### src/rtl/mem_stage_pkg.sv
// mem_stage_pkg: shared widths, op codes, FSM encoding and latch layouts for
// the MEM stage. Latches travel between stages as flat vectors; the packed
// structs below define their field order (first field = MSB).
package mem_stage_pkg;

    localparam int DBITS     = 32;
    localparam int REGNOBITS = 5;
    localparam int BE_BITS   = DBITS / 8;
    localparam int OPBITS    = 6;

    typedef logic [OPBITS-1:0] op_t;

    localparam op_t OP_LB  = 6'd1;
    localparam op_t OP_LH  = 6'd2;
    localparam op_t OP_LW  = 6'd3;
    localparam op_t OP_LBU = 6'd4;
    localparam op_t OP_LHU = 6'd5;
    localparam op_t OP_SB  = 6'd6;
    localparam op_t OP_SH  = 6'd7;
    localparam op_t OP_SW  = 6'd8;
    localparam op_t OP_ADD = 6'd9;

    typedef enum logic [1:0] {
        MEM_IDLE = 2'd0,
        MEM_REQ  = 2'd1,
        MEM_WAIT = 2'd2
    } mem_state_e;

    typedef struct packed {
        logic                 valid;
        logic [DBITS-1:0]     inst;
        logic [DBITS-1:0]     PC;
        op_t                  op_I;
        logic [DBITS-1:0]     inst_count;
        logic [DBITS-1:0]     result;
        logic [DBITS-1:0]     st_data;
        logic [REGNOBITS-1:0] rd;
        logic                 wr_reg;
        logic [DBITS-1:0]     bus_canary;
    } agex_latch_t;

    typedef struct packed {
        logic                 valid;
        logic [DBITS-1:0]     inst;
        logic [DBITS-1:0]     PC;
        op_t                  op_I;
        logic [DBITS-1:0]     inst_count;
        logic [DBITS-1:0]     wb_data;
        logic [REGNOBITS-1:0] rd;
        logic                 wr_reg;
        logic                 misalign;
        logic [DBITS-1:0]     bus_canary;
    } mem_latch_t;

    localparam int AGEX_LATCH_WIDTH       = $bits(agex_latch_t);
    localparam int MEM_LATCH_WIDTH        = $bits(mem_latch_t);
    localparam int FROM_MEM_TO_AGEX_WIDTH = 1;
    // {mem_stall, fwd_valid, fwd_rd, fwd_data}
    localparam int FROM_MEM_TO_DE_WIDTH   = 2 + REGNOBITS + DBITS;

endpackage

### src/rtl/mem_align.sv
// mem_align: combinational byte-lane logic for the MEM stage.
//   op       - op_I of the instruction in MEM
//   addr_lo  - low two bits of the effective address
//   st_data  - raw store data
//   rdata    - raw load word from memory
//   is_mem   - op is a load or store
//   is_ld    - op is a load
//   misalign - halfword not on a 2-byte boundary, or word not on 4
//   be/wdata - byte enables and lane-replicated store data
//   ld_data  - extracted, sign/zero-extended load result
module mem_align
    import mem_stage_pkg::*;
(
    input  logic [OPBITS-1:0]  op,
    input  logic [1:0]         addr_lo,
    input  logic [DBITS-1:0]   st_data,
    input  logic [DBITS-1:0]   rdata,
    output logic               is_mem,
    output logic               is_ld,
    output logic               misalign,
    output logic [BE_BITS-1:0] be,
    output logic [DBITS-1:0]   wdata,
    output logic [DBITS-1:0]   ld_data
);

    logic [7:0]  byte_sel;
    logic [15:0] half_sel;

    always_comb begin
        case (addr_lo)
            2'd0:    byte_sel = rdata[7:0];
            2'd1:    byte_sel = rdata[15:8];
            2'd2:    byte_sel = rdata[23:16];
            default: byte_sel = rdata[31:24];
        endcase
    end

    assign half_sel = addr_lo[1] ? rdata[31:16] : rdata[15:0];

    always_comb begin
        is_mem   = 1'b0;
        is_ld    = 1'b0;
        misalign = 1'b0;
        be       = 4'b1111;
        wdata    = st_data;
        ld_data  = rdata;
        case (op)
            OP_LB: begin
                is_mem  = 1'b1;
                is_ld   = 1'b1;
                ld_data = {{24{byte_sel[7]}}, byte_sel};
            end
            OP_LBU: begin
                is_mem  = 1'b1;
                is_ld   = 1'b1;
                ld_data = {24'd0, byte_sel};
            end
            OP_LH: begin
                is_mem   = 1'b1;
                is_ld    = 1'b1;
                misalign = addr_lo[0];
                ld_data  = {{16{half_sel[15]}}, half_sel};
            end
            OP_LHU: begin
                is_mem   = 1'b1;
                is_ld    = 1'b1;
                misalign = addr_lo[0];
                ld_data  = {16'd0, half_sel};
            end
            OP_LW: begin
                is_mem   = 1'b1;
                is_ld    = 1'b1;
                misalign = (addr_lo != 2'd0);
            end
            OP_SB: begin
                is_mem = 1'b1;
                be     = 4'b0001 << addr_lo;
                wdata  = {4{st_data[7:0]}};
            end
            OP_SH: begin
                is_mem   = 1'b1;
                misalign = addr_lo[0];
                be       = addr_lo[1] ? 4'b1100 : 4'b0011;
                wdata    = {2{st_data[15:0]}};
            end
            OP_SW: begin
                is_mem   = 1'b1;
                misalign = (addr_lo != 2'd0);
            end
            default: ;
        endcase
    end

endmodule

### src/rtl/mem_stage.sv
// mem_stage: MEM pipeline stage. Takes the AGEX latch, runs loads/stores
// against a valid/ready data-memory port with variable response latency,
// stalls upstream while an access is outstanding and publishes the MEM latch
// plus forwarding info.
//   clk, reset           - clock, synchronous active-low reset
//   from_AGEX_latch      - incoming instruction (agex_latch_t)
//   MEM_latch_out        - registered result for WB (mem_latch_t)
//   from_MEM_to_AGEX     - {mem_stall}
//   from_MEM_to_DE       - {mem_stall, fwd_valid, fwd_rd, fwd_data}
//   dmem_req_*           - request channel (held stable until ready)
//   dmem_rsp_*           - load response channel
module mem_stage
    import mem_stage_pkg::*;
(
    input  logic                              clk,
    input  logic                              reset,
    input  logic [AGEX_LATCH_WIDTH-1:0]       from_AGEX_latch,
    output logic [MEM_LATCH_WIDTH-1:0]        MEM_latch_out,
    output logic [FROM_MEM_TO_AGEX_WIDTH-1:0] from_MEM_to_AGEX,
    output logic [FROM_MEM_TO_DE_WIDTH-1:0]   from_MEM_to_DE,
    output logic                              dmem_req_valid,
    input  logic                              dmem_req_ready,
    output logic                              dmem_req_we,
    output logic [DBITS-1:0]                  dmem_req_addr,
    output logic [DBITS-1:0]                  dmem_req_wdata,
    output logic [BE_BITS-1:0]                dmem_req_be,
    input  logic                              dmem_rsp_valid,
    input  logic [DBITS-1:0]                  dmem_rsp_rdata
);

    agex_latch_t ag;
    mem_latch_t  mem_q, mem_d;
    mem_state_e  state, state_nxt;
    logic        drop_rsp;

    logic        is_mem, is_ld, mis_al;
    logic        mem_v, issue, accept, rsp_ok, complete, stall, fwd_valid;
    logic [DBITS-1:0] ld_data;

    assign ag = agex_latch_t'(from_AGEX_latch);

    mem_align u_align (
        .op       (ag.op_I),
        .addr_lo  (ag.result[1:0]),
        .st_data  (ag.st_data),
        .rdata    (dmem_rsp_rdata),
        .is_mem   (is_mem),
        .is_ld    (is_ld),
        .misalign (mis_al),
        .be       (dmem_req_be),
        .wdata    (dmem_req_wdata),
        .ld_data  (ld_data)
    );

    assign mem_v = ag.valid & is_mem;
    // Misaligned accesses never reach memory; they retire immediately.
    assign issue = mem_v & ~mis_al;

    // Request fields come straight from the input latch, which upstream holds
    // while we stall, so they stay stable until acceptance.
    assign dmem_req_we   = ~is_ld;
    assign dmem_req_addr = {ag.result[DBITS-1:2], 2'b00};

    always_comb begin
        state_nxt      = state;
        dmem_req_valid = 1'b0;
        rsp_ok         = 1'b0;
        case (state)
            MEM_IDLE, MEM_REQ: dmem_req_valid = issue;
            // Responses outside WAIT, or before any post-reset acceptance,
            // belong to an access that reset cut off.
            MEM_WAIT:          rsp_ok = dmem_rsp_valid & ~drop_rsp;
            default: ;
        endcase
        if (!reset)
            dmem_req_valid = 1'b0;
        accept   = dmem_req_valid & dmem_req_ready;
        complete = issue ? (is_ld ? rsp_ok : accept) : 1'b1;
        stall    = reset & mem_v & ~complete;

        case (state)
            MEM_IDLE: if (issue) state_nxt = accept ? (is_ld ? MEM_WAIT : MEM_IDLE) : MEM_REQ;
            MEM_REQ:  if (!issue)     state_nxt = MEM_IDLE;
                      else if (accept) state_nxt = is_ld ? MEM_WAIT : MEM_IDLE;
            MEM_WAIT: if (rsp_ok) state_nxt = MEM_IDLE;
            default:  state_nxt = MEM_IDLE;
        endcase
    end

    always_comb begin
        mem_d = '0;
        if (!stall) begin
            mem_d.valid      = ag.valid;
            mem_d.inst       = ag.inst;
            mem_d.PC         = ag.PC;
            mem_d.op_I       = ag.op_I;
            mem_d.inst_count = ag.inst_count;
            mem_d.wb_data    = (issue & is_ld) ? ld_data : ag.result;
            mem_d.rd         = ag.rd;
            // Stores and misaligned accesses never write the register file.
            mem_d.wr_reg     = ag.valid & ag.wr_reg & ~(mem_v & (~is_ld | mis_al));
            mem_d.misalign   = mem_v & mis_al;
            mem_d.bus_canary = ag.bus_canary;
        end
    end

    always_ff @(posedge clk) begin
        if (!reset) begin
            state    <= MEM_IDLE;
            mem_q    <= '0;
            drop_rsp <= 1'b1;
        end else begin
            state <= state_nxt;
            mem_q <= mem_d;
            if (accept)
                drop_rsp <= 1'b0;
        end
    end

    assign fwd_valid        = mem_q.valid & mem_q.wr_reg & (mem_q.rd != '0);
    assign MEM_latch_out    = mem_q;
    assign from_MEM_to_AGEX = stall;
    assign from_MEM_to_DE   = {stall, fwd_valid, mem_q.rd, mem_q.wb_data};

endmodule

### config.mk
export PLATFORM = sky130hd
export DESIGN_NAME = mem_stage
export DESIGN_NICKNAME = d
export VERILOG_FILES = /design/src/rtl/mem_stage_pkg.sv /design/src/rtl/mem_align.sv /design/src/rtl/mem_stage.sv
export SDC_FILE = /design/constraint.sdc
export NUM_CORES = 1
export LEC_CHECK = 0
export CAP_MARGIN = 40
export CORE_AREA = 10 10 195 197
export DETAILED_ROUTE_END_ITERATION = 16
export DIE_AREA = 0 0 205 207
export PLACE_DENSITY = 0.58
export SETUP_SLACK_MARGIN = 0.1
export SKIP_CTS_REPAIR_TIMING = 1
export SLEW_MARGIN = 25
export SYNTH_ARGS = -nofsm -noshare
export SYNTH_HDL_FRONTEND = slang
export SYNTH_SLANG_ARGS = --single-unit
### constraint.sdc
create_clock -name clk -period 3.75 [get_ports clk]
set_input_delay 0.5625 -clock clk [delete_from_list [all_inputs] [get_ports clk]]
set_output_delay 0.5625 -clock clk [all_outputs]
set_load 0.02 [all_outputs]
==> flow_summary.json <==
{
  "status": "completed",
  "drv_cap": 0,
  "drive_above_1_share": 0.0630,
  "mostFrequentLayoutCells": "521 x clkdlybuf4s50_1, 177 x dfxtp_1, 141 x and2_1, 56 x nand2_1, 42 x nor2_1",
  "netlist-cell-type-count": 53,
  "critPathCaptureType": "output port",
  "seq_area_frac_synth": 0.510,
  "post-route-period-util": 0.916,
  "slowest_stage": "clkdlybuf4s50_1",
  "io-pin-count": 525,
  "nFillCells": 3398,
  "ant_nets": 0,
  "clk_pin_slew_ns": 0.08,
  "wirelength_mm": 32.5,
  "drc": 0,
  "yosys.area_share.simple": 0.230,
  "path_common_cell": "clkdlybuf4s50_1",
  "ys.flop_type": "dfxtp_1",
  "fp.dieArea_mm2": 0.0424,
  "grt_pass1_vias": 6669,
  "avgSynthCellArea_um2": 10.0,
  "power_frac_seq": 0.417,
  "synth_cells": 691,
  "syn-cell-area_mm2": 0.00694,
  "startpoint_type": "primary input",
  "critical_path_required_ns": 3.19,
  "synth_top_family_by_area": "simple AND/OR/NAND/NOR gates",
  "row_count": 68,
  "worstPathMaxFanout": 5,
  "synth.area.mux_share": 0.0521,
  "clock_latency_ns": 0.44,
  "setup_viol": 0,
  "drt_pass1_iterations": 4,
  "clock_sinks": 177,
  "final_area_mm2": 0.0126,
  "grt_max_degree": 139,
  "antenna_cells": 0,
  "switching_share": 0.288,
  "grt_overflow": 0,
  "worstPathCellList": "clkdlybuf4s50_1 > or3_1 > o311ai_1 > nor3b_2 > and2_1 > clkdlybuf4s50_1",
  "finalSetupTns_ns": 0,
  "portBuffers": 522,
  "hold_violations": 0,
  "root_buffer": "clkbuf_16",
  "dieWidth_um": 205,
  "antenna_found_initial": 2,
  "crit_path_max_incr_delay_ns": 0.66,
  "p_sw_mw": 1.40,
  "min_path_type": "reg2reg",
  "grt_pass1_wl_mm": 46.0,
  "vias": 6407,
  "via_per_inst": 4.01,
  "rsz0062_at_grt": "no",
  "place_area_mm2": 0.0120,
  "cellInternalPower_mw": 3.47,
  "final_nets": 1372,
  "layout.cells.most_common": "clkdlybuf4s50_1",
  "skew_ns": 0.00928,
  "ys_seq_elements": 177,
  "arrival_ns": 2.87,
  "cts_buffer_depth": 2,
  "ir_worst_vdd_v": 0.000295,
  "die_h_um": 207,
  "cts_buffers": 17,
  "area_delta_synth_final_pct": 81.5,
  "post_drt_wl_per_cell_um": 20.3,
  "drv_slew": 0,
  "ys_warn_count": 0,
  "critPathKind": "in2out",
  "synth_xor_xnor_area_share": 0.00126,
  "synthAdderAreaFrac": 0,
  "tightest_slew_ns": 0.630,
  "globalplace.congestion": 0.816,
  "async_reset_ff_frac": 0,
  "drt-initial-drc-count": 319,
  "tritoncts": "done",
  "clkPwrFrac": 0.360,
  "start_util": 0.203,
  "fin_crit_ns": 3.43,
  "synth-edff-count": 0,
  "relSlewSlack": 0.579,
  "pwr-share-comb": 0.223,
  "core-area_mm2": 0.0341,
  "htreeDepth": 4,
  "cellPowerDensity_mw_per_mm2": 386,
  "track_usage": 0.146,
  "hpwl_mm": 27.1,
  "p_leak_nw": 4.84,
  "fmaxAchievable_mhz": 291,
  "synth_compound_area_frac": 0.0748
}
## routing by layer
layer	wire (um)	GRT usage	part of all wire
met5	17	0	0.00052
met4	396	0.0404	0.012
met1	12000	0.150	0.37
met3	3340	0.0599	0.10
met2	16800	0.264	0.52
## through the flow
step	hold WS (ns)	setup slack [ns]	power, mW	utilization	std cells
2_1_floorplan	0.463	1.11	2.55	-	692
3_3_place_gp	0.486	0.298	3.17	0.352	1567
3_5_place_dp	0.498	0.287	3.17	0.352	1567
4_1_cts	0.511	0.285	4.96	0.369	1598
5_1_grt	0.536	0.162	5.08	0.369	1598
6_report	0.509	0.316	4.87	0.369	1598
## kinds of logic (layout without fill, tap and decap cells)
family	after synthesis	after routing
AND/OR/NAND/NOR	289	289
flip-flops	177	177
buffers and inverters	127	578
AO/OA/AOI/OAI	71	71
multiplexers	25	25
other	1	2
XOR/XNOR	1	1
## state kept, by name, indices dropped and copies added (netlist names)
register and count:
drop_rsp 1, state 2, MEM_latch_out 174
## path summary, 6_finish.rpt
| check | startpoint | to | slack [ns] | cells past startpoint |
|---|---|---|---|---|
| min reg2reg | drop_rsp$_SDFFE_PN1P_ | drop_rsp$_SDFFE_PN1P_ | 0.51 | 1 |
| min | drop_rsp$_SDFFE_PN1P_ | drop_rsp$_SDFFE_PN1P_ | 0.51 | 1 |
| max reg2reg | drop_rsp$_SDFFE_PN1P_ | MEM_latch_out[26]$_SDFF_PP0_ | 1.47 | 7 |
| max | from_AGEX_latch[139] | from_MEM_to_DE[38] | 0.32 | 6 |
## synthesized netlist by cell type (7+ instances only)
| master | instances | share of area |
|---|---|---|
| inv_1 | 7 | 0.0038 |
| mux4_2 | 8 | 0.026 |
| a221oi_1 | 14 | 0.018 |
| dfxtp_1 | 177 | 0.51 |
| nand2_1 | 56 | 0.030 |
| nor2_1 | 42 | 0.023 |
| a211oi_1 | 24 | 0.026 |
| clkbuf_1 | 10 | 0.0054 |
| o21ai_0 | 14 | 0.010 |
| buf_4 | 82 | 0.089 |
| nor2b_1 | 9 | 0.0081 |
| buf_2 | 13 | 0.0094 |
| mux2i_1 | 8 | 0.012 |
| and2_1 | 141 | 0.13 |
| buf_6 | 14 | 0.023 |
| mux2_2 | 9 | 0.015 |
| nor3_1 | 10 | 0.0072 |
## power groups by stage
stage	clock network [mW]	registers, mW	logic (mW)
6_report	1.75	2.03	1.08
3_3_place_gp	0	2.07	1.10
2_1_floorplan	0	2.20	0.351
4_1_cts	1.82	2.03	1.10
5_1_grt	1.89	2.04	1.15
3_5_place_dp	0	2.07	1.10
## area by class of cell
type / instances / area (um2) / share of cell area
timing repair buffer: 540 / 5380 / 0.427
sequential: 177 / 3540 / 0.281
multi-input combinational: 388 / 2500 / 0.199
tap: 455 / 569 / 0.0452
clock buffer: 17 / 425 / 0.0338
clock inverter: 14 / 146 / 0.0116
inverter: 7 / 26.3 / 0.00209
## worst max-delay path, delay by kind of cell
| kind | cells | cell delay, ns |
|---|---|---|
| AOI/OAI and AO/OA | 1 | 0.26 |
| and+or+nand+nor | 3 | 0.90 |
| buffers and inverters | 2 | 1.16 |
(Power assumes the default switching activity.)
